**src/rtl/uart_pkg.sv**
```systemverilog
// rtl/uart_pkg.sv - shared UART enums, data-bits encoding and majority sample points
package uart_pkg;

    typedef enum logic [1:0] {
        PAR_NONE = 2'b00,
        PAR_EVEN = 2'b01,
        PAR_ODD  = 2'b10
    } uart_parity_t;

    typedef enum logic [2:0] {
        IDLE,
        START,
        DATA,
        PARITY,
        STOP,
        BREAK
    } uart_rx_state_t;

    localparam logic [1:0] DBITS_5 = 2'b00;
    localparam logic [1:0] DBITS_6 = 2'b01;
    localparam logic [1:0] DBITS_7 = 2'b10;
    localparam logic [1:0] DBITS_8 = 2'b11;

    localparam int MAJ_SAMPLE_LO  = 7;
    localparam int MAJ_SAMPLE_MID = 8;
    localparam int MAJ_SAMPLE_HI  = 9;

    // Code 2'b11 is a second encoding of "no parity".
    function automatic uart_parity_t decode_parity(input logic [1:0] code);
        case (code)
            2'b01:   return PAR_EVEN;
            2'b10:   return PAR_ODD;
            default: return PAR_NONE;
        endcase
    endfunction

    function automatic logic [2:0] last_bit_index(input logic [1:0] code);
        case (code)
            DBITS_5: return 3'd4;
            DBITS_6: return 3'd5;
            DBITS_7: return 3'd6;
            DBITS_8: return 3'd7;
            default: return 3'd7;
        endcase
    endfunction

endpackage

```
**src/rtl/uart_baud_gen.sv**
```systemverilog
// rtl/uart_baud_gen.sv - oversample tick prescaler, one tick every i_div+1 clocks
module uart_baud_gen #(
    parameter int DIV_WIDTH = 16
) (
    input  logic                 i_clk,
    input  logic                 i_rst,
    input  logic                 i_restart,
    input  logic [DIV_WIDTH-1:0] i_div,
    output logic                 o_tick
);

    logic [DIV_WIDTH-1:0] cnt;

    // >= so a divisor lowered below the running count wraps at once
    assign o_tick = (cnt >= i_div);

    always_ff @(posedge i_clk) begin
        if (i_rst || i_restart) begin
            cnt <= '0;
        end else if (o_tick) begin
            cnt <= '0;
        end else begin
            cnt <= cnt + DIV_WIDTH'(1);
        end
    end

endmodule

```
**src/rtl/uart_rx_core.sv**
```systemverilog
// rtl/uart_rx_core.sv - 16x oversampled UART receiver; UART_RX_BREAK_DETECT_EN adds o_break
module uart_rx_core
    import uart_pkg::*;
#(
    parameter int OVERSAMPLE  = 16,
    parameter int DIV_WIDTH   = 16,
    parameter int SYNC_STAGES = 2
) (
    input  logic                 i_clk,
    input  logic                 i_rst,
    input  logic                 i_en,
    input  logic [DIV_WIDTH-1:0] i_baud_div,
    input  logic [1:0]           i_data_bits,
    input  logic [1:0]           i_parity,
    input  logic                 i_stop2,
    input  logic                 i_rx,
    output logic [7:0]           o_data,
    output logic                 o_valid,
    input  logic                 i_ready,
    output logic                 o_parity_err,
    output logic                 o_frame_err,
    output logic                 o_overrun,
`ifdef UART_RX_BREAK_DETECT_EN
    output logic                 o_break,
`endif
    output logic                 o_busy
);

    localparam int SCW = $clog2(OVERSAMPLE);
    localparam logic [SCW-1:0] S_LO   = SCW'(MAJ_SAMPLE_LO);
    localparam logic [SCW-1:0] S_MID  = SCW'(MAJ_SAMPLE_MID);
    localparam logic [SCW-1:0] S_HI   = SCW'(MAJ_SAMPLE_HI);
    localparam logic [SCW-1:0] S_LAST = SCW'(OVERSAMPLE - 1);

    logic [SYNC_STAGES-1:0] sync_q;
    logic                   rx_s, rx_prev, fall, start, tick;
    uart_rx_state_t         state;
    logic [SCW-1:0]         scount;
    logic [2:0]             bit_idx, last_idx;
    logic                   samp0, samp1, maj;
    logic [7:0]             shreg;
    logic                   par_err_q, frm_err_q, ferr_final;
    uart_parity_t           par_lat;
    logic                   stop2_lat, last_stop, at_hi, at_end, deliver, brk;

    always_ff @(posedge i_clk) begin
        if (i_rst) begin
            sync_q  <= '1;
            rx_prev <= 1'b1;
        end else begin
            sync_q  <= {sync_q[SYNC_STAGES-2:0], i_rx};
            rx_prev <= rx_s;
        end
    end

    assign rx_s       = sync_q[SYNC_STAGES-1];
    assign fall       = rx_prev & ~rx_s;
    assign start      = (state == IDLE) && i_en && fall;
    assign maj        = (samp0 & samp1) | (samp0 & rx_s) | (samp1 & rx_s);
    assign at_hi      = tick && (scount == S_HI);
    assign at_end     = tick && (scount == S_LAST);
    assign ferr_final = frm_err_q | ~maj;
    assign last_stop  = !stop2_lat || bit_idx[0];
    assign deliver    = i_en && (state == STOP) && at_hi && last_stop;

`ifdef UART_RX_BREAK_DETECT_EN
    assign brk = (shreg == 8'h00) && ferr_final;
`else
    assign brk = 1'b0;
`endif

    uart_baud_gen #(.DIV_WIDTH(DIV_WIDTH)) u_baud (
        .i_clk     (i_clk),
        .i_rst     (i_rst),
        .i_restart (start),
        .i_div     (i_baud_div),
        .o_tick    (tick)
    );

    always_ff @(posedge i_clk) begin
        if (i_rst) begin
            state     <= IDLE;
            o_busy    <= 1'b0;
            scount    <= '0;
            bit_idx   <= '0;
            last_idx  <= '0;
            samp0     <= 1'b0;
            samp1     <= 1'b0;
            shreg     <= '0;
            par_err_q <= 1'b0;
            frm_err_q <= 1'b0;
            par_lat   <= PAR_NONE;
            stop2_lat <= 1'b0;
        end else if (!i_en) begin
            state  <= IDLE;
            o_busy <= 1'b0;
        end else begin
            if (tick && state != IDLE) begin
                scount <= scount + SCW'(1);
                if (scount == S_LO)  samp0 <= rx_s;
                if (scount == S_MID) samp1 <= rx_s;
            end
            case (state)
                IDLE: if (fall) begin
                    state     <= START;
                    o_busy    <= 1'b1;
                    scount    <= '0;
                    bit_idx   <= '0;
                    shreg     <= '0;
                    par_err_q <= 1'b0;
                    frm_err_q <= 1'b0;
                    last_idx  <= last_bit_index(i_data_bits);
                    par_lat   <= decode_parity(i_parity);
                    stop2_lat <= i_stop2;
                end
                START: if (at_hi && maj) begin
                    state  <= IDLE;
                    o_busy <= 1'b0;
                end else if (at_end) begin
                    state <= DATA;
                end
                DATA: begin
                    if (at_hi) shreg[bit_idx] <= maj;
                    if (at_end) begin
                        if (bit_idx == last_idx) begin
                            bit_idx <= '0;
                            state   <= (par_lat == PAR_NONE) ? STOP : PARITY;
                        end else begin
                            bit_idx <= bit_idx + 3'd1;
                        end
                    end
                end
                PARITY: begin
                    if (at_hi) par_err_q <= maj ^ (^shreg) ^ (par_lat == PAR_ODD);
                    if (at_end) state <= STOP;
                end
                // Leave at the last stop decision so a following start edge is not missed.
                STOP: if (at_hi) begin
                    frm_err_q <= ferr_final;
                    if (last_stop) begin
                        scount <= '0;
                        if (brk) begin
                            state <= BREAK;
                        end else begin
                            state  <= IDLE;
                            o_busy <= 1'b0;
                        end
                    end
                end else if (at_end) begin
                    bit_idx <= bit_idx + 3'd1;
                end
                BREAK: if (!rx_s) begin
                    scount <= '0;
                end else if (at_end) begin
                    state  <= IDLE;
                    o_busy <= 1'b0;
                end
                default: begin
                    state  <= IDLE;
                    o_busy <= 1'b0;
                end
            endcase
        end
    end

    always_ff @(posedge i_clk) begin
        if (i_rst) begin
            o_data       <= '0;
            o_valid      <= 1'b0;
            o_parity_err <= 1'b0;
            o_frame_err  <= 1'b0;
            o_overrun    <= 1'b0;
        end else begin
            o_overrun <= 1'b0;
            if (deliver && !brk) begin
                if (o_valid && !i_ready) begin
                    o_overrun <= 1'b1;
                end else begin
                    o_valid      <= 1'b1;
                    o_data       <= shreg;
                    o_parity_err <= par_err_q;
                    o_frame_err  <= ferr_final;
                end
            end else if (o_valid && i_ready) begin
                o_valid <= 1'b0;
            end
        end
    end

`ifdef UART_RX_BREAK_DETECT_EN
    always_ff @(posedge i_clk) begin
        if (i_rst) o_break <= 1'b0;
        else       o_break <= deliver && brk;
    end
`endif

endmodule

```
**config.mk**
```make
export PLATFORM = sky130hd
export DESIGN_NAME = uart_rx_core
export DESIGN_NICKNAME = d
export VERILOG_FILES = /design/src/rtl/uart_pkg.sv /design/src/rtl/uart_baud_gen.sv /design/src/rtl/uart_rx_core.sv
export SDC_FILE = /design/constraint.sdc
export NUM_CORES = 1
export LEC_CHECK = 0
export CORE_ASPECT_RATIO = 1.5
export CORE_MARGIN = 2
export CORE_UTILIZATION = 50
export CTS_CLUSTER_DIAMETER = 40
export DETAILED_ROUTE_END_ITERATION = 8
export PLACE_DENSITY_LB_ADDON = 0.1
export SYNTH_ARGS = -nofsm -noshare
export SYNTH_HDL_FRONTEND = slang
export SYNTH_SLANG_ARGS = --single-unit
```
**constraint.sdc**
```tcl
create_clock -name i_clk -period 2.4 [get_ports i_clk]
set_input_delay 0.24 -clock i_clk [delete_from_list [all_inputs] [get_ports i_clk]]
set_output_delay 0.24 -clock i_clk [all_outputs]
set_load 0.05 [all_outputs]
```
==> results.cfg, run 1 <==
[timing]
period_needed_ps = 2430
worst_pin_slew_ps = 497
final.setup.tns_ps = -35.4
fmaxAchievable_mhz = 411
slew_violations = 0
min_period_over_period = 1.01
skew_ps = 9.07
rsz0062_at_grt = true
hold_viol = 0
relSlewSlack = 0.668
setup_viol = 2
worst_slack_ps = -31.5

[worst_setup_path]
worstSetupStartpointType = primary input
reg2reg_setup_slack_ps = -20
cp.arrival_ps = 2700
path_max_fanout = 3
reg2reg_depth = 7
reg2reg_to = bit_idx[1]$_SDFFE_PP0P_
critical-path-max-stage-delay_ps = 460
cp.required_ps = 2670
endpoint_kind = flop
timing.critical_path.buf_inv = 2
worstPathCellList = clkdlybuf4s50_1, inv_1, ha_1, nand2_2, or3_4, o31a_1, maj3_2, or4b_1, a21oi_1
r2r-start = u_baud.cnt[12]$_SDFF_PP0_
crit_family = simple AND/OR/NAND/NOR gates
slowest_stage = or4b_1
critPathKind = primary input to flop

[power_and_ir_drop]
totalPowerFinal_mw = 2.22
p_leak_nw = 1.75
switching_share = 0.213
power.density_nw_per_um2 = 503
max-vdd-ir-drop_mv = 0.396
p_clk_frac = 0.476
p_switching_mw = 0.473
intPower_mw = 1.75
pwr-share-seq = 0.454
pwr-share-comb = 0.070

[global_route]
use_met3 = 0.0446
busiest_layer = met2
use_met1 = 0.246
grt_pass1_wl_mm = 13.1
grt_max_degree = 20
grt_pass1_vias = 2947
grtUsageTotal = 0.228
antenna_found_initial = 0
gr-usage-met2 = 0.421
grt_overflow_total = 0

[clock_network]
h-tree-depth = 3
ctsLongestPathBuffers = 2
clk_pin_slew_ps = 60
cts_num_sinks = 60
cts_root_buf = clkbuf_8
cts_tree = yes
clk_latency_ps = 340
cts_buffers = 9

[layout]
fillers = 525
multiInputGateArea_sq_um = 2060
regArea_sq_um = 1210
area_growth_pct = 34.5
final_nets = 534
diodes = 0
final_area_sq_um = 4420
drive_gt1_frac = 0.197

[place]
dp_hpwl_mm = 5.78
routabilityCongestion = 0.923
dp_worst_setup_slack_ps = -525
place_area_sq_um = 3990
io_buffers = 38

[flow_run]
cap_violations = 0

[synthesis]
synth_flop_cell = dfxtp_1
synth-seq-area-share = 0.366
synth_fp_nets = 458
synth_top_cells_by_area = dfxtp_1 (37%), ha_1 (8.0%), nor2_1 (6.5%), xnor2_1 (4.8%), o21ai_0 (4.3%)
syn_avg_cell_area_sq_um = 7.99
synth_top_area_share = 0.366
ys_types = 45
yosys_warnings = 0
netlist_instances = 411
synth_seq_cells = 60
synth_edf_count = 0
yosys-top-cells-count = dfxtp_1 (60), nor2_1 (57), nand2_1 (37)
netlist_area_sq_um = 3290
synth_area_leader_cell = dfxtp_1
async_flop_share = 0
synth_most_common_cell = dfxtp_1

[outcome]
violations = negative setup slack
status = finished with violations

[route]
wl_per_cell_um = 14.3
dr.pass1.iters = 6
drt_wl_total_mm = 8.15
postRouteAntennaNets = 0
drt_iter0_drc = 102
via_per_inst = 5.52
drc_errors = 0
vias = 3138

[floorplan]
dieArea_sq_um = 7250
io_pins = 39
die_w_um = 70.2
die_y_um = 103
initial_core_util = 0.510
core-area_sq_um = 6440
num_rows = 36

[hold_path]
hold_class = flop to flop
hold_path_end = sync_q[1]$_SDFF_PP1_
hold_start = sync_q[0]$_SDFF_PP1_
hold_depth = 1
-- stage by stage --
step,hold WS [ps],cells,utilization
floorplan,344,411,-
global placement,393,545,0.620
detailed placement,399,545,0.620
CTS,416,563,0.670
global route,428,568,0.686
finish,412,568,0.686
-- state kept, by name (all words and copies together) (netlist names) --
register	flops
shreg	8
frm_err_q	1
samp0	1
par_lat	2
o_frame_err	1
o_valid	1
rx_prev	1
o_overrun	1
sync_q	2
par_err_q	1
stop2_lat	1
samp1	1
last_idx	3
bit_idx	3
o_busy	1
state	3
u_baud.cnt	16
o_data	8
o_parity_err	1
scount	4
-- area by class of cell --
cell class                 instances  share of cell area
clock buffer                      12              0.0374
clock inverter                     4              0.0159
inverter                          26              0.0221
multi-input combinational        308               0.465
sequential                        60               0.275
tap                               76              0.0215
timing repair buffer              82               0.163
-- placed cells by master (no fill, tap or decap), types with 2 or more instances in the layout --
cell type | synthesis | layout
inv_1 | 26 | 20
nand4_1 | 7 | 7
dfxtp_1 | 60 | 53
and3_1 | 4 | 4
and3b_1 | 2 | 2
buf_4 | 0 | 43
nor2_1 | 57 | 57
nor3_2 | 1 | 2
nand3b_1 | 3 | 3
or3_1 | 5 | 3
nor4_1 | 3 | 3
mux2i_1 | 12 | 12
nor2b_1 | 9 | 9
xnor2_1 | 18 | 18
nand3_1 | 16 | 16
nor3_1 | 4 | 3
or2_2 | 4 | 4
a211o_1 | 6 | 6
a31oi_1 | 8 | 7
or3_4 | 0 | 2
xor2_1 | 10 | 10
dfxtp_2 | 0 | 5
dfxtp_4 | 0 | 2
clkinv_2 | 0 | 2
inv_2 | 0 | 6
dlygate4sd2_1 | 0 | 6
ha_1 | 21 | 14
dlymetal6s2s_1 | 0 | 2
ha_4 | 0 | 7
nand2b_1 | 4 | 4
nand2_2 | 0 | 2
a21oi_1 | 26 | 26
nand2_1 | 37 | 35
o21ai_0 | 28 | 21
nor3b_1 | 3 | 3
clkbuf_8 | 0 | 12
clkdlybuf4s50_1 | 0 | 30
o21ai_1 | 0 | 6
bufinv_16 | 0 | 2
-- how the worst max path moves through the flow --
stage	start	end	slack (ps)	cells after the start
CTS	u_baud.cnt[13]$_SDFF_PP0_	bit_idx[1]$_SDFFE_PP0P_	-50	7
global placement	i_baud_div[13]	bit_idx[1]$_SDFFE_PP0P_	-460	9
finish	i_baud_div[8]	bit_idx[1]$_SDFFE_PP0P_	-30	9
global route	i_baud_div[2]	bit_idx[1]$_SDFFE_PP0P_	-120	10
floorplan	u_baud.cnt[13]$_SDFF_PP0_	bit_idx[1]$_SDFFE_PP0P_	20	7
detailed placement	i_baud_div[15]	bit_idx[1]$_SDFFE_PP0P_	-520	9
-- cells by family after synthesis --
group                      count (synthesis)  share of synthesized area
AOI/OAI and AO/OA                         82                      0.148
xor gates and xnor gates                  28                     0.0746
adders and majority gates                 23                     0.0864
buffers and inverters                     43                     0.0495
DFF                                       60                      0.366
muxes                                     12                     0.0366
and+or+nand+nor                          163                      0.239
-- timing repair --
action | in CTS | in global routing
hold buffers | 0 | 0
resized for setup | 23 | 23
buffers inserted | 2 | 5
setup endpoints to repair | 23 | 37
pin swaps | 14 | 14
-- per-layer routing --
layer	share of wire	wire length, um	up-vias
met4	0.028	228	0
met3	0.038	309	23
met5	0	0	-
met1	0.41	3310	1462
met2	0.53	4300	86
li1	-	-	1567
-- power by group through the flow --
stage	sequential (mW)	combinational, mW	clock, mW
after floorplan	1.03	0.0657	0
after global placement	1.03	0.140	0
after detailed placement	1.03	0.143	0
after CTS	1.01	0.150	1.08
after global routing	1.01	0.175	1.12
final	1.01	0.157	1.06
(Power assumes the default switching activity.)
==> run 2, diff against run 1 <==
--- a/config.mk
+++ b/config.mk
@@ -6,7 +6,6 @@
 export NUM_CORES = 1
 export LEC_CHECK = 0
 export CORE_ASPECT_RATIO = 1.5
-export CORE_MARGIN = 2
 export CORE_UTILIZATION = 50
 export CTS_CLUSTER_DIAMETER = 40
 export DETAILED_ROUTE_END_ITERATION = 8
==> run 2 against run 1 <==
Net effect:
- die area fell by 4.7%
- design area is 0.11% higher
- non-clock buffer count decreased by 6
- routed wire length is 5.3% lower
- the run still ends with negative setup slack left
- largest power group unchanged
- total power down 0.57%
- critical endpoint unchanged
- combinational power about the same
- clock skew hardly changed
- sequential share of layout area down 0.20 points
- via count decreased by 3.2%
- sequential power about the same
- largest cell class unchanged
- global-route usage is 0.79 points higher
==> results.cfg, run 2 (same netlist as run 1, synthesis figures left out) <==
[clock_network]
ctsLongestPathBuffers = 2
h-tree-depth = 3
clk_latency_ps = 340
cts_buffers = 9
cts_root_buf = clkbuf_8
hold_buffers = 0
cts_tree = yes
cts_num_sinks = 60
clk_pin_slew_ps = 70

[timing]
period_needed_ps = 2500
slew_violations = 0
skew_ps = 9.03
worst_slack_ps = -99.4
hold_slack_ps = 408
min_period_over_period = 1.04
worst_pin_slew_ps = 505
setup_viol = 3
hold_viol = 0
relSlewSlack = 0.663
fmaxAchievable_mhz = 400
rsz0062_at_grt = true

[layout]
reg.largest.list = u_baud.cnt (16), o_data (8), shreg (8)
drive_gt1_frac = 0.202
utilization = 0.707
final_nets = 528
largest_reg_flops = 16
final_common_cell = nor2_1
largest-register = u_baud.cnt
finalNonFillerCells = 560
final_cell_mix = nor2_1 (56), dfxtp_1 (55), nand2_1 (36), buf_4 (36), clkdlybuf4s50_1 (28)
final_area_sq_um = 4430
diodes = 0
area_growth_pct = 34.7

[worst_setup_path]
timing.critical_path.buf_inv = 0
worstSetupStartpointType = flop
crit_family = simple AND/OR/NAND/NOR gates
slowest_stage = or4b_4
reg2reg_setup_slack_ps = -100
worstPathCellList = ha_4, nand4_1, or3_4, o31a_1, maj3_2, or4b_4, a21oi_2
cp.arrival_ps = 2770
cp.required_ps = 2670
endpoint_kind = flop
critical-path-max-stage-delay_ps = 490
critPathKind = flop to flop
path_max_fanout = 3

[power_and_ir_drop]
p_switching_mw = 0.481
p_clk_frac = 0.472
max-vdd-ir-drop_mv = 0.434
p_leak_nw = 1.72
intPower_mw = 1.73
pwr-share-comb = 0.071
pwr-share-seq = 0.457
switching_share = 0.218
power.density_nw_per_um2 = 500

[place]
place_area_sq_um = 3990
dp_cells = 542
io_buffers = 38
routabilityCongestion = 0.899
dp_worst_setup_slack_ps = -525
dp_hpwl_mm = 5.56

[floorplan]
initial_core_util = 0.525
die_y_um = 101
core-area_sq_um = 6260
dieArea_sq_um = 6910
io_pins = 39
die_w_um = 68.2
num_rows = 35

[route]
drt_wl_total_mm = 7.72
dr.pass1.iters = 4
postRouteAntennaNets = 0
wl_per_cell_um = 13.8
vias = 3037
drt_iter0_drc = 125
drc_errors = 0
via_per_inst = 5.42

[hold_path]
hold_class = flop to flop

[global_route]
grt_max_degree = 32
antenna_found_initial = 0
grt_overflow_total = 0
grt_pass1_vias = 2880
grtUsageTotal = 0.236
grt_pass1_wl_mm = 12.4

[flow_run]
cap_violations = 0

[outcome]
violations = negative setup slack
status = finished with violations
-- run 2: worst reg2reg max path: stages (launching register included) --
cell	delay (ps)
dfxtp_2	340
ha_4	260
nand4_1	130
or3_4	360
o31a_1	350
maj3_2	350
or4b_4	490
a21oi_2	160
-- run 2: power groups by stage --
stage          clock network [mW]  logic (mW)  registers, mW
2_1_floorplan                   0      0.0657           1.03
3_3_place_gp                    0       0.141           1.03
3_5_place_dp                    0       0.144           1.03
4_1_cts                      1.06       0.153           1.01
5_1_grt                      1.11       0.177           1.01
6_report                     1.04       0.157           1.01
-- run 2: area by class of cell --
class | count | area [sq um]
Sequential cell | 60 | 1210
Fill cell | 536 | 1840
Clock inverter | 5 | 83.8
Clock buffer | 11 | 151
Inverter | 26 | 97.6
Timing Repair Buffer | 76 | 689
Multi-Input combinational cell | 308 | 2100
Tap cell | 74 | 92.6
-- run 2: stage by stage --
step	power (mW)	setup TNS, ps
floorplan	1.10	0
global placement	1.17	-15620
detailed placement	1.18	-16930
CTS	2.23	-48.5
global route	2.30	-524
finish	2.21	-204
-- run 2: path summary, 6_finish.rpt --
| path | startpoint | end | cells after the start |
|---|---|---|---|
| worst max-delay path | u_baud.cnt[15]$_SDFF_PP0_ | bit_idx[1]$_SDFFE_PP0P_ | 7 |
| worst min-delay path | sync_q[0]$_SDFF_PP1_ | sync_q[1]$_SDFF_PP1_ | 1 |
| worst max register to register | u_baud.cnt[15]$_SDFF_PP0_ | bit_idx[1]$_SDFFE_PP0P_ | 7 |
| worst min register to register | sync_q[0]$_SDFF_PP1_ | sync_q[1]$_SDFF_PP1_ | 1 |
-- run 2: repair_timing --
action                                  in CTS  in global routing
pin swaps                                   17                 13
endpoints found under the hold margin        0                  0
endpoints found under the setup margin      25                 28
resized for setup                           35                 16
setup buffers                                2                  0
-- run 2: routing by layer --
metal  global-route usage  up-vias  share of wire
met4                0.106        0          0.015
met1                0.244     1411           0.41
met5                    0        -              0
met2                0.429       62           0.54
li1                     -     1553              -
met3               0.0586       11          0.034
